## config.mk

```make
export PLATFORM = sky130hd
export DESIGN_NAME = zero_flag_pipe
export DESIGN_NICKNAME = d
export VERILOG_FILES = /design/src/rtl/zero_flag_pipe.sv
export SDC_FILE = /design/constraint.sdc
export NUM_CORES = 1
export LEC_CHECK = 0
export CAP_MARGIN = 5
export CELL_PAD_IN_SITES_DETAIL_PLACEMENT = 1
export CELL_PAD_IN_SITES_GLOBAL_PLACEMENT = 2
export CORE_ASPECT_RATIO = 1.1
export CORE_UTILIZATION = 28
export CTS_CLUSTER_DIAMETER = 50
export CTS_CLUSTER_SIZE = 24
export DETAILED_ROUTE_END_ITERATION = 6
export DONT_BUFFER_PORTS = 1
export HOLD_SLACK_MARGIN = 0.1
export PLACE_DENSITY = 0.68
export REMOVE_ABC_BUFFERS = 1
export SYNTH_ARGS = -nofsm -noshare
export SYNTH_HDL_FRONTEND = slang
export SYNTH_SLANG_ARGS = --single-unit
```

## constraint.sdc

```tcl
create_clock -name clk -period 0.9 [get_ports clk]
set_input_delay 0.135 -clock clk [delete_from_list [all_inputs] [get_ports clk]]
set_output_delay 0.135 -clock clk [all_outputs]
set_load 0.05 [all_outputs]
```

## src/rtl/zero_flag_pipe.sv

```systemverilog
// Two-stage pipelined zero detector with architectural NZCV flag register.
// Stage 1 OR-reduces CHUNK-bit slices; stage 2 folds the chunk flags and commits NZCV.
module zero_flag_pipe #(
  parameter int WIDTH = 64,
  parameter int CHUNK = 8
) (
  input  logic             clk,
  input  logic             reset,
  input  logic             in_valid,
  input  logic [WIDTH-1:0] in_result,
  input  logic             in_carry,
  input  logic             in_overflow,
  input  logic             in_set_flags,
  input  logic             flush,
  output logic             out_valid,
  output logic             out_zero,
  output logic             flag_n,
  output logic             flag_z,
  output logic             flag_c,
  output logic             flag_v,
  output logic             flags_pending
);

  localparam int NCH = WIDTH / CHUNK;

  generate
    if (WIDTH % CHUNK != 0) begin : g_bad_width
      $error("zero_flag_pipe: WIDTH must be a multiple of CHUNK");
    end
  endgenerate

  logic [NCH-1:0] w_chunk_nz;
  logic           w_s1_load;
  logic           w_s2_load;
  logic           w_flag_load;
  logic           w_s1_zero;

  logic [NCH-1:0] r_s1_nz;
  logic           r_s1_valid;
  logic           r_s1_sign;
  logic           r_s1_carry;
  logic           r_s1_overflow;
  logic           r_s1_set_flags;
  logic           r_out_valid;
  logic           r_out_zero;
  logic           r_flag_n;
  logic           r_flag_z;
  logic           r_flag_c;
  logic           r_flag_v;

  genvar gi;
  generate
    for (gi = 0; gi < NCH; gi++) begin : g_chunk
      assign w_chunk_nz[gi] = |in_result[gi*CHUNK +: CHUNK];
    end
  endgenerate

  assign w_s1_load   = in_valid && !flush;
  assign w_s2_load   = r_s1_valid && !flush;
  assign w_flag_load = w_s2_load && r_s1_set_flags;
  assign w_s1_zero   = ~|r_s1_nz;

  always_ff @(posedge clk or posedge reset) begin
    if (reset) begin
      r_s1_valid     <= 1'b0;
      r_s1_nz        <= '0;
      r_s1_sign      <= 1'b0;
      r_s1_carry     <= 1'b0;
      r_s1_overflow  <= 1'b0;
      r_s1_set_flags <= 1'b0;
    end else begin
      r_s1_valid <= w_s1_load;
      if (w_s1_load) begin
        r_s1_nz        <= w_chunk_nz;
        r_s1_sign      <= in_result[WIDTH-1];
        r_s1_carry     <= in_carry;
        r_s1_overflow  <= in_overflow;
        r_s1_set_flags <= in_set_flags;
      end
    end
  end

  always_ff @(posedge clk or posedge reset) begin
    if (reset) begin
      r_out_valid <= 1'b0;
      r_out_zero  <= 1'b0;
    end else begin
      r_out_valid <= w_s2_load;
      if (w_s2_load) begin
        r_out_zero <= w_s1_zero;
      end
    end
  end

  // NZCV commits on the same edge the entry becomes out_valid; a flush kills it first.
  always_ff @(posedge clk or posedge reset) begin
    if (reset) begin
      r_flag_n <= 1'b0;
      r_flag_z <= 1'b0;
      r_flag_c <= 1'b0;
      r_flag_v <= 1'b0;
    end else if (w_flag_load) begin
      r_flag_n <= r_s1_sign;
      r_flag_z <= w_s1_zero;
      r_flag_c <= r_s1_carry;
      r_flag_v <= r_s1_overflow;
    end
  end

  assign out_valid     = r_out_valid;
  assign out_zero      = r_out_zero;
  assign flag_n        = r_flag_n;
  assign flag_z        = r_flag_z;
  assign flag_c        = r_flag_c;
  assign flag_v        = r_flag_v;
  assign flags_pending = r_s1_valid && r_s1_set_flags;

endmodule

```

Word-level counts from Yosys, hierarchy flattened
Cells that the tools add are included.

storage, ports and cells
  output and inout port bits = 7
  logic and storage cells = 27
  register bits after elaboration = 19
  input bits = 71

operators by class
  reduce and logical (&&, ||, !) cells = 15

operators with widths
  kind               count
  $reduce_or 8->1    9
  $logic_and 1x1->1  4
  $logic_not 1->1    2

Logic depth before layout (Yosys ltp)
  depth after elaboration = 3
  depth in mapped cells = 4
  gate-level depth less buffers = 3

Worst setup path before layout
Ideal clock, no wire load.

  path type = register to register
  from = register, netlist name flag_c
  to = register r_flag_c, in the netlist flag_c
  slack = -0.090 ns
  required time = 0.775 ns
  arrival = 0.866 ns
  library setup time = 0.125 ns
  path buffers = 0
  period minus slack after synthesis = 0.990 ns
  stages on the path, launching flop included = 2
  cells stage by stage = dfrtp_1 -> mux2_2

RTL lines
  element               line  source
  to (signal assigned)  105   r_flag_c <= r_s1_carry;
  to (decl)             48    logic r_flag_c;

Worst setup path after layout
  from = register r_s1_valid
  to = output port flags_pending

between the ends
  longest elaborated chain between the ends = 1

RTL lines
  element                 line  source
  from (decl)             39    logic r_s1_valid;
  from (signal assigned)  72    r_s1_valid <= w_s1_load;
  $logic_and 1x1->1       116   assign flags_pending = r_s1_valid && r_s1_set_flags;
  to (decl)               21    output logic flags_pending

No other way between the ends.

==> results.md <==
- Max Cap Viol: 0
- Drt wl/cell: 15.5 µm
- DRT Pass-1 Iters: 2
- Worst-path fanout max: 2
- Clk_lat worst skew: 0.29 ns
- Crit path cell chain: and2_4 -> buf_12
- Final worst slack: -0.232 ns
- Cell taking the most area after synthesis: dfrtp_1
- Setup CP Type: flip-flop to output port
- Largest net degree at the start of global routing: 20
- Gpl congestion: 0.705
- Setup violators final: 13
- Clock transition at the registers of the reported paths: 0.10 ns
- HPWL Detailed: 1520 µm
- Most frequent cells in the layout: dfrtp_1, nor4_1, buf_4
- Clock sink count: 19
- Tcrit/Tclk final: 126%
- Worst rel slew slack: 81.2%
- Final-stage net count: 178
- Syn_area_per_cell: 11.9 µm²
- Area Growth Syn to Fin: 44.3%
- Detailed Route WL: 2150 µm
- Rows: 20
- Via count of the first global-routing pass: 763
- DR iter-0 viols: 13
- Sequential fraction of the synthesis area: 54.1%
- Clock tree buffer depth: 2
- RSZ-0062 raised after global routing: true
- Fin util: 44.0%
- Outcome: complete, but fails checks
- CP arrival: 1.00 ns
- Initial Util: 30.5%
- Synth unique cells: 17
- Diode count: 0
- Crit path time final: 1.13 ns
- H-tree depth: 1
- Share of cells above drive strength 1: 37.7%
- Reg-to-reg slack, setup: -0.21 ns
- Most common cell after layout, fill and taps aside: dfrtp_1
- TritonCTS Buffers: 3
- Worst Tran Pin Value: 0.279 ns
- Worst VDD drop: 1.06 mV
- Final Cell Area: 0.00127 mm²
- Hold path start: in_result[42]
- Final non-filler cell total: 139
- Synth top area cells: dfrtp_1, nor4_1, a21o_1
- Reg2Reg Depth: 4
- RR Startpoint: r_s1_nz[2]
- FF-to-FF End: flag_z
- PortBufs: 0
- Vias post-DR: 753
- Slew Viols, Final: 0
- DIE AREA: 0.00337 mm²
- Top-level I/O count: 78
- Pwr/cell area: 1770 mW/mm²
- WHS Path Cells: 3
- First-pass GRT wire length: 3380 µm
- Initial antenna violation count: 0
- Critical path endpoint category: output port
- CP Data Required Time: 0.76 ns
- Cell Area, Synth: 878 µm²
- CORE AREA: 0.00288 mm²
- Hold Crit Class: primary input to flip-flop
- Worst Skew: 0.00122 ns
- Leakage power: 0.603 nW
- Slowest library cell on the worst path: dfrtp_1
- Drt drc: 0
- Final Power: 2.25 mW
- Cells after Synth: 74
- Placed cell areas: 0.00104 mm²
- Pre-CTS setup slack: -0.196 ns
- CTS root buf: clkbuf_4
- Fin. Hold Viols: 0
- Total GRT Usage: 13.5%
- CP Launch Type: flip-flop
- Width of the die: 55.4 µm
- Number of vias per cell: 5.42
- Syn. warnings: 0
- Post-DRT Antenna Nets: 0
- Max incr delay on CP: 0.40 ns
- CTS tree: built
- Synth top area share: 54.1%
- Seq cells post-synth: 19
- WHS Endpoint: r_s1_nz[5]
- Global route overflow: 0
- Inst Count DP: 120
- Die H: 60.7 µm
- Failing checks: setup timing
- Fmax: 0.883 GHz
## flip-flops by register name, summed over array words and instances, names as in the netlist
name,cells
r_s1_valid,1
r_s1_sign,1
r_s1_set_flags,1
r_s1_nz,8
flag_n,1
flag_c,1
r_s1_carry,1
flag_z,1
out_valid,1
out_zero,1
flag_v,1
r_s1_overflow,1
## metal layers
layer	up-vias	part of all wire, %	track usage (%)
li1	346	-	-
met1	354	39	15.7
met2	51	53	24.1
met3	2	6.7	3.84
met4	0	1.2	5.36
met5	-	0	0
## logic make-up (layout without fill, tap and decap cells)
family                 after synthesis  count (layout)  share of synthesized area (%)
buffers and inverters                5              37                           3.42
muxes                                7               7                           10.3
DFF                                 19              19                           54.1
and+or+nand+nor                     25              25                           19.7
AOI/OAI and AO/OA                   18              18                           12.5
## what timing repair did
item | 4_1_cts | 5_1_grt
gates resized for setup | 13 | 6
buffers inserted | 3 | 4
hold buffers | 8 | 0
endpoints found under the setup margin | 12 | 14
pin swaps | 3 | 5
endpoints found under the hold margin | 28 | 0
## worst max path at each step
stage / start / depth (start not counted) / endpoint / slack (ns)
floorplan: flag_c / 1 / flag_c / -0.09
global placement: r_s1_nz[2] / 4 / flag_z / -0.12
detailed placement: r_s1_nz[2] / 4 / out_zero / -0.20
CTS: r_s1_valid / 2 / flags_pending / -0.25
global route: r_s1_nz[2] / 4 / flag_z / -0.28
finish: r_s1_valid / 2 / flags_pending / -0.23
## stage by stage
step / hold WS (ns) / TNS (ns)
floorplan: 0.0861 / -0.386
global placement: 0.0600 / -0.405
detailed placement: 0.0688 / -0.669
CTS: 0.0784 / -1.82
global route: 0.100 / -2.35
finish: 0.0969 / -1.78
## power breakdown
| part | switching, mW | internal (mW) |
|---|---|---|
| sequential | 0.0856 | 0.978 |
| combinational | 0.356 | 0.403 |
| clock | 0.249 | 0.172 |
## Yosys cell counts
cell      number
o21ai_1        1
nand3_1        1
and2_1         1
a21o_1         8
inv_1          3
dfrtp_1       19
o21ai_0        1
buf_6          1
nand3b_4       1
nand2_1        2
nand2b_4       1
and2b_1        1
nor4_1        18
mux2_4         3
a21oi_1        8
buf_4          1
mux2_2         4
## cell type report
type | count | area, µm²
inverters | 3 | 11.3
multi-input cells | 50 | 410
repair buffers | 30 | 303
clock buffers | 4 | 26.3
fillers | 314 | 1610
well taps | 33 | 41.3
flip-flops and latches | 19 | 475
## worst max-delay path: cells and delay by family (launching register included)
| family | cells | cell delay [ns] |
|---|---|---|
| flops | 1 | 0.40 |
| simple gates | 1 | 0.17 |
| buf+inv | 1 | 0.14 |
Note: power is estimated with default switching activity, not from simulation.
